`src/rtl/alu_sequencer.sv`:
```
// Two-port round-robin sequencer sharing one combinational ALU between execute and branch-compare requesters.
// Latency: issued op accept->resp_valid 3 cycles (1 per 4 throughput); local op 1 cycle (1 per 2).
// Backpressure: resp_valid/resp_data/resp_id hold until resp_ready; no request is accepted outside IDLE.
module alu_sequencer #(
    parameter int WIDTH = 16,
    parameter int OPW   = 4
) (
    input  logic             clk,
    input  logic             rst,
    input  logic             req0_valid,
    input  logic [OPW-1:0]   req0_op,
    input  logic [WIDTH-1:0] req0_a,
    input  logic [WIDTH-1:0] req0_b,
    output logic             req0_ready,
    input  logic             req1_valid,
    input  logic [OPW-1:0]   req1_op,
    input  logic [WIDTH-1:0] req1_a,
    input  logic [WIDTH-1:0] req1_b,
    output logic             req1_ready,
    output logic             resp_valid,
    output logic             resp_id,
    output logic [WIDTH-1:0] resp_data,
    input  logic             resp_ready,
    output logic [OPW-1:0]   alu_ctrl,
    output logic [WIDTH-1:0] alu_din1,
    output logic [WIDTH-1:0] alu_din2,
    input  logic [WIDTH-1:0] alu_dout,
    output logic             busy
);

    typedef enum logic [1:0] {IDLE, SETUP, EXEC, RESP} state_t;

    state_t           state_q, state_d;
    logic             rr_q, rr_d;
    logic             id_q, id_d;
    logic [OPW-1:0]   op_q, op_d;
    logic [WIDTH-1:0] data_q, data_d;
    logic [WIDTH-1:0] din1_q, din1_d;
    logic [WIDTH-1:0] din2_q, din2_d;

    logic             grant;
    logic             accept;
    logic             local_op;
    logic [OPW-1:0]   sel_op;
    logic [WIDTH-1:0] sel_a;
    logic [WIDTH-1:0] sel_b;

    // Arbitration: a lone requester always wins; on contention the pointer decides.
    always_comb begin
        grant    = (req0_valid && req1_valid) ? rr_q : req1_valid;
        accept   = (state_q == IDLE) && (req0_valid || req1_valid);
        sel_op   = grant ? req1_op : req0_op;
        sel_a    = grant ? req1_a  : req0_a;
        sel_b    = grant ? req1_b  : req0_b;
        // 0000, 1110 and 1111 make the ALU pass din1, so they are answered locally with operand a.
        local_op = (sel_op == '0) || (sel_op == {OPW{1'b1}}) ||
                   (sel_op == {{(OPW-1){1'b1}}, 1'b0});
    end

    // Next-state: accept in IDLE, fixed SETUP/EXEC walk for issued ops, hold in RESP until taken.
    always_comb begin
        state_d = state_q;
        rr_d    = rr_q;
        id_d    = id_q;
        op_d    = op_q;
        data_d  = data_q;
        din1_d  = din1_q;
        din2_d  = din2_q;
        case (state_q)
            IDLE: begin
                if (accept) begin
                    id_d = grant;
                    rr_d = ~grant;
                    if (local_op) begin
                        data_d  = sel_a;
                        state_d = RESP;
                    end else begin
                        op_d    = sel_op;
                        din1_d  = sel_a;
                        din2_d  = sel_b;
                        state_d = SETUP;
                    end
                end
            end
            SETUP: state_d = EXEC;
            EXEC: begin
                data_d  = alu_dout;
                state_d = RESP;
            end
            RESP: begin
                if (resp_ready) begin
                    state_d = IDLE;
                end
            end
            default: state_d = IDLE;
        endcase
    end

    // State register with synchronous reset; an in-flight request is simply dropped.
    always_ff @(posedge clk) begin
        if (rst) begin
            state_q <= IDLE;
            rr_q    <= 1'b0;
            id_q    <= 1'b0;
            op_q    <= '0;
            data_q  <= '0;
            din1_q  <= '0;
            din2_q  <= '0;
        end else begin
            state_q <= state_d;
            rr_q    <= rr_d;
            id_q    <= id_d;
            op_q    <= op_d;
            data_q  <= data_d;
            din1_q  <= din1_d;
            din2_q  <= din2_d;
        end
    end

    // The 0000 outside EXEC guarantees the ALU sees a code change for every issued op.
    assign alu_ctrl   = (state_q == EXEC) ? op_q : '0;
    assign alu_din1   = din1_q;
    assign alu_din2   = din2_q;
    assign req0_ready = accept && req0_valid && !grant;
    assign req1_ready = accept && req1_valid && grant;
    assign resp_valid = (state_q == RESP);
    assign resp_id    = id_q;
    assign resp_data  = data_q;
    assign busy       = (state_q != IDLE);

endmodule

```
`config.mk`:
```
export PLATFORM = sky130hd
export DESIGN_NAME = alu_sequencer
export DESIGN_NICKNAME = d
export VERILOG_FILES = /design/src/rtl/alu_sequencer.sv
export SDC_FILE = /design/constraint.sdc
export NUM_CORES = 1
export LEC_CHECK = 0
export CAP_MARGIN = 40
export CORE_MARGIN = 2
export CORE_UTILIZATION = 46
export CTS_CLUSTER_DIAMETER = 60
export DETAILED_ROUTE_END_ITERATION = 7
export GPL_ROUTABILITY_DRIVEN = 1
export PLACE_DENSITY = 0.86
export SLEW_MARGIN = 20
export SYNTH_ARGS = -nofsm -noshare
export SYNTH_HDL_FRONTEND = slang
export SYNTH_SLANG_ARGS = --single-unit
export TNS_END_PERCENT = 50
```
`constraint.sdc`:
```
create_clock -name clk -period 4.35 [get_ports clk]
set_input_delay 0.435 -clock clk [delete_from_list [all_inputs] [get_ports clk]]
set_output_delay 0.435 -clock clk [all_outputs]
set_load 0.02 [all_outputs]
```
# After elaboration in Yosys (flattened, before gate mapping)
# Cells that the tools add are included.
# totals
regBits	56
in_bits	93
wordCells	47
# classes
eq_ne	8
mux	12
bitwise_logic	2
reduce_logical	18
# op_table
operator	n
16-bit 2-to-1 mux	4
16-bit one-hot mux with 2 select lines	1
4-bit == test (second input constant)	2
4-bit 2-to-1 mux	2
2-bit one-hot mux with 4 select lines	1
1-bit logical AND	6
2-bit 2-to-1 mux	3
3-bit AND reduction	2
2-bit == test (second input constant)	2
4-bit logical NOT	1
2-bit != test (second input constant)	2
2-bit AND reduction	2
2-bit nonzero test	2
1-bit logical OR	3
2-bit by 1-bit == test with 1-bit output (second input constant)	1
2-bit logical NOT	1
2-bit by 1-bit != test with 1-bit output (second input constant)	1
1-bit inverter	2
1-bit logical NOT	1
1-bit 2-to-1 mux	1

# Longest topological paths before layout
# logic_depth
depth_word	9
depth_mapped	8

# Least setup slack after synthesis
# Ideal clock, no wire load.
# synth_path
kind	input port to flip-flop
from	input port req1_op[0]
to	register data_q[10], in the netlist resp_data[10]
arrival_ps	2131
path_slack_ps	2140
path_stages	7
path_buffers	3
cell_sequence	or4_4 and4_4 buf_6 or4_4 buf_6 buf_6 o211ai_1
# synth_via
elab_chain_cells	6
word_cells_on_any_way	8
# synth_rtl
item	line_no	rtl
start: declaration	16	input logic [OPW-1:0] req1_op,
4-bit 2-to-1 mux *	52	sel_op = grant ? req1_op : req0_op;
4-bit == test or 4-bit logical NOT (tied branches)	56	local_op = (sel_op == '0) || (sel_op == {OPW{1'b1}}) ||
1-bit logical OR	56	
1-bit logical OR *	56	
2-bit != test (no line) *	--	
3-bit AND reduction (no line) *	--	
end signal: assignment	114	data_q <= data_d;
end: declaration	37	logic [WIDTH-1:0] data_q, data_d;
# Mark *: on every way between the ends. The rest lies on a longest branch, timed or not.
# A chain may end at the register's enable or synchronous reset.

# Final worst setup path
# layout_path
from	input port req0_valid
to	output port req1_ready
# layout_via
elab_chain_cells	4
word_cells_on_any_way	6
# layout_rtl
item	line_no	rtl
start: declaration	10	input logic req0_valid,
1-bit logical OR	51	accept = (state_q == IDLE) && (req0_valid || req1_valid);
1-bit logical AND	51	
1-bit logical AND	125	assign req1_ready = accept && req1_valid && grant;
1-bit logical AND *	125	
end: declaration	19	output logic req1_ready,
# Marked as above.

==> flow_metrics.tcl <==
set metrics [dict create \
    maxSlewViolCount 0 \
    drc 0 \
    post_drt_wl_per_cell_um 16.9 \
    yosysTopAreaCellShare 0.330 \
    die-area_um2 8090 \
    finalCritPeriodShare 0.686 \
    synth_area_leaders "dfxtp_1 33%, mux2i_1 11%, nand2b_1 9.8%" \
    slew_headroom 0.489 \
    drive_above_1_share 0.0494 \
    core_um2 7210 \
    viasPerCell 5.51 \
    io_buffers 149 \
    via_count 3446 \
    yosysWarnings 0 \
    skew_ns 0.0125 \
    yosysSeqAreaShare 0.330 \
    overflow 0 \
    seqPwrFrac 0.320 \
    critPathMaxStageDelay_ns 0.60 \
    place_ws_ns 1.34 \
    grt_util_all_layers 0.249 \
    ir_drop_mv 0.246 \
    cts_root_buf "clkbuf_8" \
    n_antenna_cell 0 \
    gp_congestion 0.800 \
    cpMaxStageDelayCell "clkdlybuf4s50_1" \
    tightest_slew_ns 0.764 \
    antenna_left 0 \
    fp-row-count 31 \
    drv_cap 0 \
    setup_viol 0 \
    hp-start "resp_id" \
    area_growth_pct 48.5 \
    dr.pass1.iters 4 \
    cts_tree "yes" \
    die_w_um 90.0 \
    syn_nets 496 \
    fillCellCount 606 \
    ios 150 \
    numCtsBuffers 5 \
    rsz0062_at_grt "no" \
    use_met1 0.318 \
    crit_fanout 30 \
    clk_latency_ns 0.31 \
    cp_num_buf_inv 4 \
    cp_cell_sequence "clkdlybuf4s50_1 > nand2b_2 > and2_1 > buf_4 > nand2_1 > inv_1 > clkdlybuf4s50_1" \
    grt_max_degree 80 \
    final_common_cell "clkdlybuf4s50_1" \
    yosysTopAreaCell "dfxtp_1" \
    power.leakage_nw 2.10 \
    top_usage_layer "met2" \
    ys_ff_latch 56 \
    initial_core_util 0.471 \
    end_kind "primary output" \
    clk_pin_slew_ns 0.10 \
    dp.final_hpwl_um 7470 \
    final_nets 622 \
    clk_path_buf_depth 2 \
    gr-usage-met3 0.0637 \
    hold_class "reg2reg" \
    grt_pass1_vias 3454 \
    p_switching_mw 0.881 \
    comb_power_share 0.529 \
    synth_area_per_cell_um2 8.52 \
    syn_inst 399 \
    synth_ff_type "dfxtp_1" \
    tns_ns 0 \
    reg2reg_from "rr_q" \
    path_class "in2out" \
    setup_ws_ns 1.37 \
    clkSinkCount 56 \
    syn-cell-area_um2 3400 \
    met2_usage 0.427 \
    crit_path_start_kind "input port" \
    die_h_um 90.0 \
    cts-resized-gates 0 \
    swShare 0.388 \
    cts_hold_buf 0 \
    path_common_cell "clkdlybuf4s50_1" \
    min_period_ns 2.98 \
    timing.fmax_mhz 335 \
    wl_um 10500 \
    p_clk_frac 0.151 \
    cp.required_ns 3.91 \
    hold_viol_final 0 \
    critical-path-top-delay-family "buffers and inverters" \
    crit_arrival_ns 2.55 \
    intPower_mw 1.39 \
    grt_pass1_wl_um 16800 \
    cp-startpoint "req0_valid" \
    antenna_found_initial 0 \
    ys_types 30 \
    cts_setup_buffers 0 \
    layout_common_cells "147 x clkdlybuf4s50_1, 56 x dfxtp_1, 52 x nand2b_1" \
    async_reset_ff_frac 0 \
    p_per_area_nw_per_um2 449 \
    drt_iter0_markers 167 \
    synth-edff-count 0 \
    status "complete, no violations" \
    htreeDepth 2 \
]
[cell usage after synthesis, types with 16 or more instances]
library cell	number
a211o_1	21
a21boi_0	16
a21oi_1	23
and3_1	17
clkbuf_1	33
dfxtp_1	56
inv_1	25
mux2i_1	36
nand2_1	18
nand2b_1	53
o211ai_1	16
o21bai_1	16
o311ai_0	16
o31ai_1	16
[logic make-up (layout without fill, tap and decap cells)]
kind of cell | after synthesis | count (layout) | share of synthesized area
AO/OA/AOI/OAI | 131 | 131 | 0.286
adder cells (fa/ha/maj) | 4 | 4 | 0.0147
buffers and inverters | 65 | 192 | 0.0799
flip-flops | 56 | 56 | 0.330
multiplexers | 36 | 36 | 0.106
AND/OR/NAND/NOR | 107 | 107 | 0.184
[tightest hold or removal path: cells and delay by family (launching register included)]
family | cells | cell delay [ns]
compound gates | 1 | 0.05
simple gates | 1 | 0.05
flops | 1 | 0.32
[path summary, 6_finish.rpt]
path                                     end  slack, ns  cells after the start
worst max-delay path              req1_ready       1.37                      7
worst max register to register  resp_data[3]       1.89                      6
worst min register to register       resp_id       0.47                      2
worst min-delay path                 resp_id       0.47                      2
[power groups by stage]
| stage | Combinational, mW | Sequential (mW) | Clock (mW) |
|---|---|---|---|
| 2_1_floorplan | 0.560 | 0.866 | 0 |
| 3_3_place_gp | 1.16 | 0.733 | 0 |
| 3_5_place_dp | 1.20 | 0.736 | 0 |
| 4_1_cts | 1.20 | 0.726 | 0.348 |
| 5_1_grt | 1.28 | 0.740 | 0.369 |
| 6_report | 1.20 | 0.726 | 0.343 |
[flip-flops by register name (all words and copies together), names as in the netlist]
signal / flops
state_q: 2
alu_din1: 16
resp_id: 1
op_q: 4
rr_q: 1
alu_din2: 16
resp_data: 16
[stage by stage]
| step | total power [mW] | std cells | util | hold WS, ns | cell area, um2 |
|---|---|---|---|---|---|
| after floorplan | 1.43 | 399 | - | 0.447 | 3400 |
| after global placement | 1.90 | 613 | 0.677 | 0.451 | 4880 |
| after detailed placement | 1.93 | 616 | 0.681 | 0.455 | 4920 |
| after CTS | 2.28 | 624 | 0.697 | 0.470 | 5030 |
| after global routing | 2.39 | 625 | 0.700 | 0.504 | 5050 |
| final | 2.27 | 625 | 0.700 | 0.469 | 5050 |
[layer usage]
| metal | share of wire | routed length (um) |
|---|---|---|
| met1 | 0.43 | 4560 |
| met2 | 0.48 | 5030 |
| met5 | 0 | 0 |
| met3 | 0.081 | 848 |
| met4 | 0.0091 | 96 |
[layout make-up]
class,count,area [um2],area share
Clock inverter,3,42.5,0.00843
Multi-Input combinational cell,278,2020,0.399
Tap cell,99,124,0.0245
Inverter,25,93.8,0.0186
Sequential cell,56,1120,0.222
Clock buffer,5,68.8,0.0136
Timing Repair Buffer,159,1580,0.313
Power figures use the tool's default switching activity.
==> RTL change: new RTL, same flow settings <==
Set the parameter `WIDTH` to 18 (it was 16).
--- a/src/rtl/alu_sequencer.sv
+++ b/src/rtl/alu_sequencer.sv
@@ -3,5 +3,5 @@
 // Backpressure: resp_valid/resp_data/resp_id hold until resp_ready; no request is accepted outside IDLE.
 module alu_sequencer #(
-    parameter int WIDTH = 16,
+    parameter int WIDTH = 18,
     parameter int OPW   = 4
 ) (
Interface: changed (8 resized); port bits go from 150 to 166. The function was not compared with the original's and may differ.
==> RTL change against the original RTL <==
  * Sequential cell count grew 6
  * Clock power rose by 100%
  * First-iteration DRC count shrank 0.60%
  * Total power up 25%
  * Area after synthesis up 12%
  * Final area increased by 14%
  * Clock skew increased by 2.1 ps
  * Setup slack improved by 58 ps
  * Wire length up 11%
  * Utilization up 0.57 points
==> RTL change: results (changes against the original RTL) <==
INFO  metric netlist_top_cells_count = sky130_fd_sc_hd__dfxtp_1, sky130_fd_sc_hd__nand2b_1, sky130_fd_sc_hd__mux2i_1, sky130_fd_sc_hd__clkbuf_1, sky130_fd_sc_hd__inv_1
INFO  metric met1_length = 4804 um (+5.4%)
INFO  metric status = completed
INFO  metric path_clk_slew = 70 ps (-30 ps)
INFO  metric detailedRoute.firstPassIterationCount = 5 (+1)
INFO  metric seq_area_frac_synth = 32.59% (-0.39 points)
INFO  metric place_ws = 1328 ps (-16.09 ps)
INFO  metric whs = 475.8 ps (+7.174 ps)
INFO  metric timing.reg2reg.setup_slack = 1930 ps (+40 ps)
INFO  metric power.net_switching = 1.035 mW (+17%)
INFO  metric groute.layer.met1.usage = 32.15% (+0.33 points)
INFO  metric netlist-cell-type-count = 34 (+13%)
INFO  metric cts_made_buffers = 9 (+4)
INFO  metric detailed_place.area = 5455 um^2 (+11%)
INFO  metric worst-endpoint-arrival = 2490 ps (-60 ps)
INFO  metric min_delay_worst_endpoint = alu_din1[1]
INFO  metric numPlacedInstances = 674 (+9.4%)
INFO  metric post_synth_fa_ha_maj_area_fraction = 1.314% (-0.16 points)
INFO  metric first_global_vias = 3737 (+8.2%)
INFO  metric skew = 14.53 ps (+2.050 ps)
INFO  metric avgSynthCellArea = 8.656 um^2 (+1.6%)
INFO  metric numPortBuffers = 165 (+11%)
INFO  metric synth_compound_area_share = 29.70% (+1.1 points)
INFO  metric finalNetCount = 688 (+11%)
INFO  metric clock_latency = 350 ps (+40 ps)
INFO  metric grt_start_max_net_pins = 49 (-39%)
INFO  metric cellLeakagePower = 2.443 nW (+16%)
INFO  metric clock_tree.htree_level_count = 3 (+1)
INFO  metric ir_worst_vdd = 0.0003340 V (+36%)
INFO  metric fillCellCount = 640 (+5.6%)
INFO  metric avgViaCountPerCell = 5.663 (+2.7%)
INFO  metric grt_use_total = 25.77% (+0.92 points)
INFO  metric vias = 3913 (+14%)
INFO  metric switching_share = 36.57% (-2.3 points)
INFO  metric clock_net_power = 691 uW (+100%)
[RTL change: cell types whose count changed in the layout (fill, tap and decap cells not counted), moves of 6 or more]
cell and change:
sky130_fd_sc_hd__clkdlybuf4s50_1 +16, sky130_fd_sc_hd__dfxtp_1 +6, sky130_fd_sc_hd__nand2b_1 +6, sky130_fd_sc_hd__o211ai_1 -8, sky130_fd_sc_hd__o211ai_2 +10, sky130_fd_sc_hd__o311ai_0 -16, sky130_fd_sc_hd__o311ai_1 +18
[RTL change: cell type report]
| class | instances | area (um^2) | area share, % |
|---|---|---|---|
| multi-input cells | 306 | 2272 | 39.61 |
| repair buffers | 175 | 1720 | 29.99 |
| flip-flops and latches | 62 | 1241 | 21.64 |
| clock buffers | 10 | 137.6 | 2.399 |
| clock inverters | 6 | 132.6 | 2.312 |
| well taps | 105 | 131.4 | 2.290 |
| inverters | 27 | 101.3 | 1.767 |
